<file path="src/rtl/serial_pattern_tx.sv">
// serial_pattern_tx: sends a parallel pattern MSB-first on a 1-bit line.
// The frame is repeated repeat_cnt+1 times with no gap between frames.
// The transfer ends with a single-cycle DONE state that pulses `done`.
// All outputs are registered, Moore style.
module serial_pattern_tx #(
  parameter int WIDTH = 8,
  parameter int LEN_W = 4,
  parameter int REP_W = 4
) (
  input  logic             clk,
  input  logic             reset,       // asynchronous, active low
  input  logic             start,
  input  logic [WIDTH-1:0] pattern,
  input  logic [LEN_W-1:0] len,
  input  logic [REP_W-1:0] repeat_cnt,
  output logic             out,
  output logic             valid,
  output logic             busy,
  output logic             done
);

  typedef enum logic [1:0] {
    ST_IDLE  = 2'd0,
    ST_SHIFT = 2'd1,
    ST_DONE  = 2'd2
  } state_e;

  localparam logic [LEN_W-1:0] LEN_MAX = LEN_W'(WIDTH);
  localparam logic [LEN_W-1:0] LEN_ONE = LEN_W'(1);
  localparam logic [REP_W-1:0] REP_ONE = REP_W'(1);

  state_e           state_q, state_d;
  logic [WIDTH-1:0] shreg_q, shreg_d;     // current bit is always at the MSB
  logic [WIDTH-1:0] pat_q, pat_d;         // latched frame, MSB-aligned, reused for repeats
  logic [LEN_W-1:0] leff_q, leff_d;       // effective frame length
  logic [LEN_W-1:0] bit_cnt_q, bit_cnt_d; // bits still to send after the current one
  logic [REP_W-1:0] rep_q, rep_d;         // frames still to send after the current one
  logic             out_q, out_d;
  logic             valid_q, valid_d;
  logic             busy_q, busy_d;
  logic             done_q, done_d;

  logic [LEN_W-1:0] leff_in;
  logic [WIDTH-1:0] aligned_in;

  // Clamp the requested length and left-align the pattern so that bit leff-1
  // sits at the MSB; bits above leff-1 fall off the top of the shift.
  always_comb begin
    leff_in    = (len > LEN_MAX) ? LEN_MAX : len;
    aligned_in = pattern << (WIDTH - int'(leff_in));
  end

  // Next-state and next-output logic for the IDLE/SHIFT/DONE controller.
  always_comb begin
    // NOTE: every signal gets a default before the case so no path leaves it
    // unassigned; a missing default here would infer a latch.
    state_d   = state_q;
    shreg_d   = shreg_q;
    pat_d     = pat_q;
    leff_d    = leff_q;
    bit_cnt_d = bit_cnt_q;
    rep_d     = rep_q;
    out_d     = 1'b0;
    valid_d   = 1'b0;
    busy_d    = 1'b0;
    done_d    = 1'b0;

    case (state_q)
      ST_IDLE: begin
        if (start) begin
          pat_d  = aligned_in;
          leff_d = leff_in;
          rep_d  = repeat_cnt;
          if (leff_in != '0) begin
            // First bit goes out on the cycle right after start is sampled.
            state_d   = ST_SHIFT;
            shreg_d   = aligned_in;
            bit_cnt_d = leff_in - LEN_ONE;
            out_d     = aligned_in[WIDTH-1];
            valid_d   = 1'b1;
            busy_d    = 1'b1;
          end else begin
            // Empty frame: skip straight to the completion pulse.
            state_d = ST_DONE;
            busy_d  = 1'b1;
            done_d  = 1'b1;
          end
        end
      end

      ST_SHIFT: begin
        if (bit_cnt_q != '0) begin
          // More bits in this frame: move the next bit up to the MSB.
          shreg_d   = shreg_q << 1;
          bit_cnt_d = bit_cnt_q - LEN_ONE;
          out_d     = shreg_q[WIDTH-2];
          valid_d   = 1'b1;
          busy_d    = 1'b1;
        end else if (rep_q != '0) begin
          // Frame finished with repeats left: reload with no gap cycle.
          shreg_d   = pat_q;
          bit_cnt_d = leff_q - LEN_ONE;
          rep_d     = rep_q - REP_ONE;
          out_d     = pat_q[WIDTH-1];
          valid_d   = 1'b1;
          busy_d    = 1'b1;
        end else begin
          // Last bit of the last frame has been shown.
          state_d = ST_DONE;
          shreg_d = '0;
          busy_d  = 1'b1;
          done_d  = 1'b1;
        end
      end

      ST_DONE: begin
        // Outputs drop to their idle defaults; start is not looked at here.
        state_d = ST_IDLE;
      end

      default: begin
        state_d = ST_IDLE;
      end
    endcase
  end

  // State, datapath and output registers; reset aborts any transfer at once.
  always_ff @(posedge clk or negedge reset) begin
    if (!reset) begin
      state_q   <= ST_IDLE;
      shreg_q   <= '0;
      pat_q     <= '0;
      leff_q    <= '0;
      bit_cnt_q <= '0;
      rep_q     <= '0;
      out_q     <= 1'b0;
      valid_q   <= 1'b0;
      busy_q    <= 1'b0;
      done_q    <= 1'b0;
    end else begin
      // NOTE: non-blocking assignments so every register updates from the
      // values of the previous cycle, independent of statement order.
      state_q   <= state_d;
      shreg_q   <= shreg_d;
      pat_q     <= pat_d;
      leff_q    <= leff_d;
      bit_cnt_q <= bit_cnt_d;
      rep_q     <= rep_d;
      out_q     <= out_d;
      valid_q   <= valid_d;
      busy_q    <= busy_d;
      done_q    <= done_d;
    end
  end

  assign out   = out_q;
  assign valid = valid_q;
  assign busy  = busy_q;
  assign done  = done_q;

endmodule
</file>
<file path="config.mk">
export PLATFORM = sky130hd
export DESIGN_NAME = serial_pattern_tx
export DESIGN_NICKNAME = d
export VERILOG_FILES = /design/src/rtl/serial_pattern_tx.sv
export SDC_FILE = /design/constraint.sdc
export NUM_CORES = 1
export LEC_CHECK = 0
export CAP_MARGIN = 25
export CORE_MARGIN = 8
export CORE_UTILIZATION = 35
export CTS_BUF_LIST = sky130_fd_sc_hd__clkbuf_4
export CTS_CLUSTER_SIZE = 14
export DETAILED_ROUTE_END_ITERATION = 10
export SYNTH_ARGS = -nofsm -noshare
export SYNTH_HDL_FRONTEND = slang
export SYNTH_SLANG_ARGS = --single-unit
export TNS_END_PERCENT = 50
</file>
<file path="constraint.sdc">
create_clock -name clk -period 4.21 [get_ports clk]
set_input_delay 0.421 -clock clk [delete_from_list [all_inputs] [get_ports clk]]
set_output_delay 0.421 -clock clk [all_outputs]
set_load 0.05 [all_outputs]
</file>
==> metrics.txt, run 1 <==
worst slew pin tran 898 ps; power density cells 619 nW/um^2; # diodes 0; asr flop ratio synth 100%; Slew Limit Headroom 40.2%; sequential power share 38.1%; TritonCTS Buffers 5; Final Hold Viols 0; CP Class input port to flip-flop; dpl cell area 2250 um^2; syn_area_per_cell 9.45 um^2; Max Slew Vio Count 0; Skew-Pair Late Insertion Delay 330 ps; switching part of the total power 40.1%; routed via count 1640; die extent in x 92.0 um; RSZ-0062 raised after global routing no; Clock Pin Slew Worst Setup and Hold Paths 100 ps; Initial Util 36.5%; drt first pass iters 5; NetSw 578 uW; chip height 92.0 um; Critical Path RT 4430 ps; Clk pwr share 16.2%; Worst EP arrival 3190 ps; Final Wtd Congestion 0.793; YS warnings 0; MaxCap Viol Count 0; Routed WL 4450 um; Port-buffer cells 22; final-report setup violation count 0; Core Rows 27; 1st-iter DRT viols 68; hpwl dp 3260 um; Sink Count 33; layout cell share with drive strength beyond 1 11.7%; synth unique cells 54; Pint 863 uW; hold_buf cts 0; I/O pin total 23; Netlist Area Pre-Place 2020 um^2; Finished Layout Cells 302; Yosys reg bits 33; drt drc 0; root buffer cell clkbuf_4; slowest CP cell clkdlybuf4s50_1; Syn Nets 236; Gate power share 45.7%; initial antenna violation count 0; Seq/Total Area, Yosys 40.8%; CP Launch Type input port; Setup Buffers After CTS 0; DR vias/cell 5.43; R2R cell count 5; commonest non-fill, non-tap cell in the layout dfrtp_1; EDFF count, synth 0; die area 8470 um^2; total power 1.44 mW; Crit. End Element flip-flop; All-Layer GR Usage 10.5%; synthesized instance count 214; placed cell count 294; largest net degree at the start of global routing 34; cells along the critical path clkdlybuf4s50_1 -> nand2b_1 -> ha_1 -> or3b_4 -> a21oi_2 -> or2_2 -> nor3_2 -> a221o_1; Clock Path Buffers 2; status completed; final period utilization 70.6%; Max VDD drop 194 uV; Core Box Area 5540 um^2; min cycle time layout 2970 ps; first-pass GRT wire length 7340 um; Post-DRT Antenna Nets 0; crit-path max cell delay 830 ps; worst hold path class input port to asynchronous set/reset pin; H-tree depth 2; post-cts resize count 0; fin area 2330 um^2; Max FO, Critical Path 19; Reg2Reg Launch Point state_q[1]$_DFFE_PN0P_; Synth-to-Final Area Change 15.0%; Pleak 0.942 nW; post-route setup TNS 0 ps; Fmax 0.337 GHz; final net count 251; setup slack, reg-to-reg 1890 ps; r2r endpoint bit_cnt_q[3]$_DFFE_PN0P_; dominant synthesized flop cell dfrtp_1; CTS tree done; most frequent cells in the layout 33 x dfrtp_1, 22 x clkdlybuf4s50_1, 20 x nor2_1, 20 x o21ai_0, 17 x nand2_1; Congestion Overflow GR 0; vias in the first global route 1549; clk_skew 15.9 ps; WL per Instance 14.7 um
metal layers:
metal | global-route usage [%] | wire, um | vias to the layer above
met2 | 15.2 | 1860 | 37
met1 | 14.4 | 2310 | 779
met3 | 2.85 | 224 | 5
met5 | 0 | 0 | -
met4 | 4.43 | 55 | 0
li1 | - | - | 819
synth_stat cells, drive strengths merged (2+ instances only):
| master | instances | area [um^2] |
|---|---|---|
| or2 | 3 | 18.8 |
| clkbuf | 7 | 26.3 |
| nand2 | 17 | 63.8 |
| or3b | 2 | 20.0 |
| xnor2 | 2 | 17.5 |
| o211ai | 4 | 30.0 |
| a22oi | 5 | 42.5 |
| a22o | 4 | 37.5 |
| ha | 3 | 37.5 |
| buf | 8 | 67.6 |
| mux2i | 9 | 90.1 |
| nand2b | 6 | 37.5 |
| nand3 | 9 | 45.0 |
| a221o | 3 | 30.0 |
| nor2 | 21 | 95.1 |
| o21a | 2 | 22.5 |
| o21ai | 20 | 100 |
| nor2b | 2 | 12.5 |
| dfrtp | 33 | 826 |
| a31oi | 2 | 12.5 |
| a211oi | 4 | 30.0 |
| o31ai | 3 | 22.5 |
| inv | 5 | 18.8 |
| nor4 | 3 | 33.8 |
| mux2 | 3 | 33.8 |
| nor3 | 2 | 15.0 |
| o2bb2ai | 4 | 35.0 |
| or4 | 2 | 18.8 |
| a21oi | 13 | 68.8 |
worst max path at each step:
stage | from | to | slack, ps
floorplan | len[0] | shreg_q[5]$_DFFE_PN0P_ | 1920
global placement | len[3] | shreg_q[5]$_DFFE_PN0P_ | 960
detailed placement | len[3] | shreg_q[5]$_DFFE_PN0P_ | 870
CTS | len[3] | shreg_q[5]$_DFFE_PN0P_ | 1260
global route | len[3] | shreg_q[5]$_DFFE_PN0P_ | 1090
finish | len[3] | shreg_q[5]$_DFFE_PN0P_ | 1240
sequential cells by signal, indices dropped and copies added, names as in the netlist:
| name | cells |
|---|---|
| done | 1 |
| bit_cnt_q | 4 |
| valid | 1 |
| pat_q | 8 |
| rep_q | 4 |
| leff_q | 4 |
| out | 1 |
| busy | 1 |
| state_q | 2 |
| shreg_q | 7 |
critical path: cells and delay by family:
family          cells  cell delay [ps]
buf+inv             1              830
simple gates        4             1050
compound gates      2              490
fa+ha+maj           1              380
cells by family after synthesis:
family	after synthesis	share of synthesized area, %
AOI/OAI and AO/OA	73	25.5
xor gates and xnor gates	2	0.866
adders and majority gates	3	1.86
buffers and inverters	21	5.75
DFF	33	40.8
muxes	12	6.12
and+or+nand+nor	70	19.0
per-stage QoR:
stage	setup WS (ps)	util, %	hold slack, ps
floorplan	1920	-	125
global placement	959	40.6	462
detailed placement	874	40.6	466
CTS	1260	42.0	491
global route	1090	42.0	514
finish	1240	42.0	490
layout make-up:
type | count | area (um^2)
Inverter | 6 | 22.5
Clock buffer | 6 | 45.0
Timing Repair Buffer | 23 | 228
Fill cell | 574 | 3210
Clock inverter | 2 | 33.8
Multi-Input combinational cell | 160 | 1080
Tap cell | 72 | 90.1
Sequential cell | 33 | 826
power by group through the flow:
stage / Sequential (mW) / Combinational, mW / Clock (mW)
2_1_floorplan: 0.572 / 0.508 / 0
3_3_place_gp: 0.554 / 0.660 / 0
3_5_place_dp: 0.555 / 0.664 / 0
4_1_cts: 0.548 / 0.666 / 0.243
5_1_grt: 0.562 / 0.740 / 0.255
6_report: 0.549 / 0.658 / 0.233
(Power assumes the default switching activity.)
==> run 2, diff against run 1 <==
==> constraint.sdc (replaced) <==
create_clock -name clk -period 3.1 [get_ports clk]
set_input_delay 0.31 -clock clk [delete_from_list [all_inputs] [get_ports clk]]
set_output_delay 0.31 -clock clk [all_outputs]
set_load 0.05 [all_outputs]
==> run 2 against run 1 <==
Effect of this change:
- sequential power rose by 36%
- non-clock buffer count rose by 6
- critical path depth rose by 1
- via count fell by 0.12%
- utilization rose by 0.29 points
- die area did not move
- worst hold slack got worse by 120 ps
- total power rose by 32%
- combinational power rose by 40%
- first-iteration DRC count rose by 44%
- critical endpoint is now shreg_q[4]$_DFFE_PN0P_
- largest cell class unchanged
==> metrics.txt, run 2 (synthesis results as in run 1) <==
Max Slew Vio Count 0; initial antenna violation count 0; Setup Buffers After CTS 0; die extent in x 92.0 um; pre-CTS setup slack 472 ps; critical path buffer and inverter count 2; largest registers pat_q x8, shreg_q x7; hold_buf cts 0; Final Wtd Congestion 0.813; Max VDD drop 256 uV; CP Class input port to flip-flop; DR vias/cell 5.32; H-tree depth 2; Initial Util 36.5%; Synth-to-Final Area Change 15.8%; status completed; Clock Pin Slew Worst Setup and Hold Paths 100 ps; layout cell share with drive strength beyond 1 13.6%; Skew-Pair Late Insertion Delay 330 ps; CTS tree done; post-route setup TNS 0 ps; routed via count 1638; Final Util 42.3%; WL per Instance 14.7 um; vias in the first global route 1651; largest net degree at the start of global routing 34; clk_skew 5.05 ps; final period utilization 73.0%; cells along the critical path clkdlybuf4s50_1 -> nand2b_1 -> ha_1 -> buf_4 -> and2_0 -> o21a_1 -> mux2i_1 -> o21ai_0 -> a221o_1; Max FO, Critical Path 9; Routed WL 4520 um; hpwl dp 3370 um; I/O pin total 23; Critical Path RT 3330 ps; worst slew pin tran 611 ps; final net count 257; TritonCTS Buffers 5; Post-DRT Antenna Nets 0; Core Rows 27; total power 1.90 mW; MaxCap Viol Count 0; Port-buffer cells 22; dpl cell area 2290 um^2; post-cts resize count 0; Clock Path Buffers 2; Final Hold Viols 0; commonest non-fill, non-tap cell in the layout dfrtp_1; Crit. End Element flip-flop; Core Box Area 5540 um^2; number of flip-flops under the largest register name 8; final-report setup violation count 0; Pleak 0.957 nW; # diodes 0; All-Layer GR Usage 11.4%; Sink Count 33; 1st-iter DRT viols 98; RSZ-0062 raised after global routing no; chip height 92.0 um; CP Launch Type input port; drt first pass iters 4; most flop-heavy register pat_q; power density cells 810 nW/um^2; Fmax 0.442 GHz; crit-path max cell delay 420 ps; Worst path top cell family by delay compound AO/OA/AOI/OAI gates; slowest CP cell clkdlybuf4s50_1; first-pass GRT wire length 7890 um; die area 8470 um^2; Worst EP arrival 2490 ps; Slew Limit Headroom 58.9%; root buffer cell clkbuf_4; Congestion Overflow GR 0; fin area 2340 um^2; Final Worst Setup Slack 837 ps; drt drc 0; most frequent cells in the layout 33 x dfrtp_1, 22 x clkdlybuf4s50_1, 20 x nor2_1, 20 x o21ai_0, 17 x nand2_1; min cycle time layout 2260 ps; worst hold path class input port to asynchronous set/reset pin
run 2: changes by cell type in the layout (fill, tap and decap cells not counted):
cell	previous run	this run
buf_4	1	7
clkbuf_4	6	5
clkinv_1	2	3
bufinv_16	1	0
clkinv_2	0	1
run 2: metal layers:
layer | routed length (um) | part of all wire, % | vias up | track usage (%)
li1 | - | - | 830 | -
met1 | 2310 | 51 | 759 | 15.5
met2 | 1900 | 42 | 43 | 16.8
met3 | 242 | 5.4 | 6 | 3.10
met4 | 68 | 1.5 | 0 | 4.43
met5 | 0 | 0 | - | 0
run 2: per-stage QoR:
stage                     std cells  hold slack (ps)
final                           308              366
after global routing            308              412
after CTS                       308              376
after detailed placement        300              467
after global placement          300              463
after floorplan                 214             14.4
run 2: path summary, 6_finish.rpt:
path                       cells after the start                       end  slack (ps)                 start
max                                            9    shreg_q[4]$_DFFE_PN0P_         840                len[3]
min                                            2      rep_q[1]$_DFFE_PN0P_         370                 reset
max reg2reg                                    7  bit_cnt_q[3]$_DFFE_PN0P_        1170  rep_q[0]$_DFFE_PN0P_
min reg2reg                                    2      pat_q[3]$_DFFE_PN0P_         490  pat_q[3]$_DFFE_PN0P_
max in group asynchronous                      2  bit_cnt_q[3]$_DFFE_PN0P_        2420                 reset
min in group clk                               2      pat_q[3]$_DFFE_PN0P_         490  pat_q[3]$_DFFE_PN0P_
run 2: cell type report:
cell class | count | area (um^2)
fillers | 567 | 3200
multi-input cells | 160 | 1080
flip-flops and latches | 33 | 826
repair buffers | 29 | 273
well taps | 72 | 90.1
clock buffers | 5 | 37.5
inverters | 6 | 22.5
clock inverters | 3 | 12.5
run 2: worst register-to-register path, cell delays in order, from the launching register on:
cell	delay, ps
dfrtp_1	390
inv_1	110
ha_1	210
nor3b_2	450
a21oi_1	150
or2_1	330
nor2_1	120
a31oi_1	50
run 2: report_power, final:
group,total [mW],switching (mW),internal [mW]
Sequential,0.745,0.134,0.612
Clock,0.230,0.148,0.0820
Combinational,0.922,0.518,0.404
==> run 3, diff against run 2 <==
==> constraint.sdc (replaced) <==
create_clock -name clk -period 2.4 [get_ports clk]
set_input_delay 0.24 -clock clk [delete_from_list [all_inputs] [get_ports clk]]
set_output_delay 0.24 -clock clk [all_outputs]
set_load 0.05 [all_outputs]
==> run 3 against run 2 <==
Effect of this change:
- register-to-register slack worse by 710 ps
- worst setup slack worse by 460 ps
- first-iteration DRC count is 29% lower
- sequential share of layout area is 0.88 points lower
- wire length is 0.73% higher
- largest cell class unchanged
- global-route usage hardly changed
- combinational power is 32% higher
- largest power group unchanged
==> metrics.txt, run 3 (synthesis results as in run 1) <==
largest net degree at the start of global routing 34; worst hold path class input port to asynchronous set/reset pin; CP Class input port to flip-flop; Critical Path RT 2620 ps; Final Util 43.4%; Finished Layout Cells 316; commonest non-fill, non-tap cell in the layout dfrtp_1; final net count 265; Synth-to-Final Area Change 18.7%; most frequent cells in the layout 33 x dfrtp_1, 22 x clkdlybuf4s50_1, 20 x nor2_1, 20 x o21ai_0, 17 x nand2_1; All-Layer GR Usage 11.4%; post-cts resize count 0; Slew Limit Headroom 60.4%; Port-buffer cells 22; status completed; layout cell share with drive strength beyond 1 16.4%; final period utilization 84.5%; Final Wtd Congestion 0.797; hpwl dp 3450 um; die area 8470 um^2; Routed WL 4550 um; TritonCTS Buffers 5; worst slew pin tran 588 ps; Max Slew Vio Count 0; drt first pass iters 4; DR vias/cell 5.27; WL per Instance 14.4 um; Fin Hold WS 296 ps; Sink Count 33; Core Box Area 5540 um^2; 1st-iter DRT viols 70; Pleak 0.995 nW; post-route setup TNS 0 ps; most flop-heavy register pat_q; Clock Pin Slew Worst Setup and Hold Paths 110 ps; routed via count 1665; power density cells 1030 nW/um^2; Post-DRT Antenna Nets 0; CP Launch Type input port; setup slack, reg-to-reg 460 ps; Initial Util 36.5%; I/O pin total 23; Skew-Pair Late Insertion Delay 340 ps; first-pass GRT wire length 8000 um; RSZ-0062 raised after global routing no; Congestion Overflow GR 0; Setup Buffers After CTS 0; Worst EP arrival 2250 ps; drt drc 0; Final Worst Setup Slack 372 ps; hold_buf cts 0; vias in the first global route 1704; placed cell count 308; CTS tree done; min cycle time layout 2030 ps; Clock Path Buffers 2; Final Hold Viols 0; Core Rows 27; root buffer cell clkbuf_4; chip height 92.0 um; initial antenna violation count 0; die extent in x 92.0 um; # diodes 0; Fmax 0.493 GHz; H-tree depth 2; largest registers pat_q x8, shreg_q x7; MaxCap Viol Count 0; final-report setup violation count 0; number of flip-flops under the largest register name 8; clk_skew 11.6 ps; Crit. End Element flip-flop; Max VDD drop 351 uV; pre-CTS setup slack 22.3 ps; Max FO, Critical Path 6
[run 3: critical path: stages]
cell and delay, ps:
clkdlybuf4s50_1 500, nand2b_1 80, ha_1 250, and2_0 270, o21a_1 270, mux2i_1 120
o21ai_0 140, a221o_1 360
[run 3: final timing paths]
check	startpoint	end	cells past startpoint
setup / recovery	len[1]	shreg_q[4]$_DFFE_PN0P_	8
hold / removal	reset	out$_DFF_PN0_	2
setup reg to reg	bit_cnt_q[2]$_DFFE_PN0P_	bit_cnt_q[2]$_DFFE_PN0P_	7
hold reg to reg	leff_q[2]$_DFFE_PN0P_	leff_q[2]$_DFFE_PN0P_	2
max in group asynchronous	reset	valid$_DFF_PN0_	2
min in group clk	leff_q[2]$_DFFE_PN0P_	leff_q[2]$_DFFE_PN0P_	2
[run 3: cell type report]
class,count,area [um^2]
fill,576,3140
inverter,6,22.5
clock buffer,5,37.5
sequential,33,826
multi-input combinational,160,1080
tap,72,90.1
timing repair buffer,37,333
clock inverter,3,12.5
[run 3: metal layers]
metal	vias up	GRT usage (%)	part of all wire (%)
li1	846	-	-
met4	0	4.70	1.8
met5	-	0	0
met1	773	15.3	50
met2	39	16.9	43
met3	7	3.10	4.8
[run 3: metrics by stage]
step / cell area [um^2] / power [mW]
after global routing: 2400 / 2.70
after global placement: 2350 / 2.17
after floorplan: 2020 / 1.89
after CTS: 2400 / 2.50
final: 2400 / 2.47
after detailed placement: 2350 / 2.20
[run 3: where the power goes]
part	switching [mW]	total, mW	internal [mW]	leakage [nW]
clock	0.182	0.288	0.106	0.0300
sequential	0.172	0.962	0.790	0.410
combinational	0.674	1.22	0.541	0.555
total	1.03	2.47	1.44	0.995
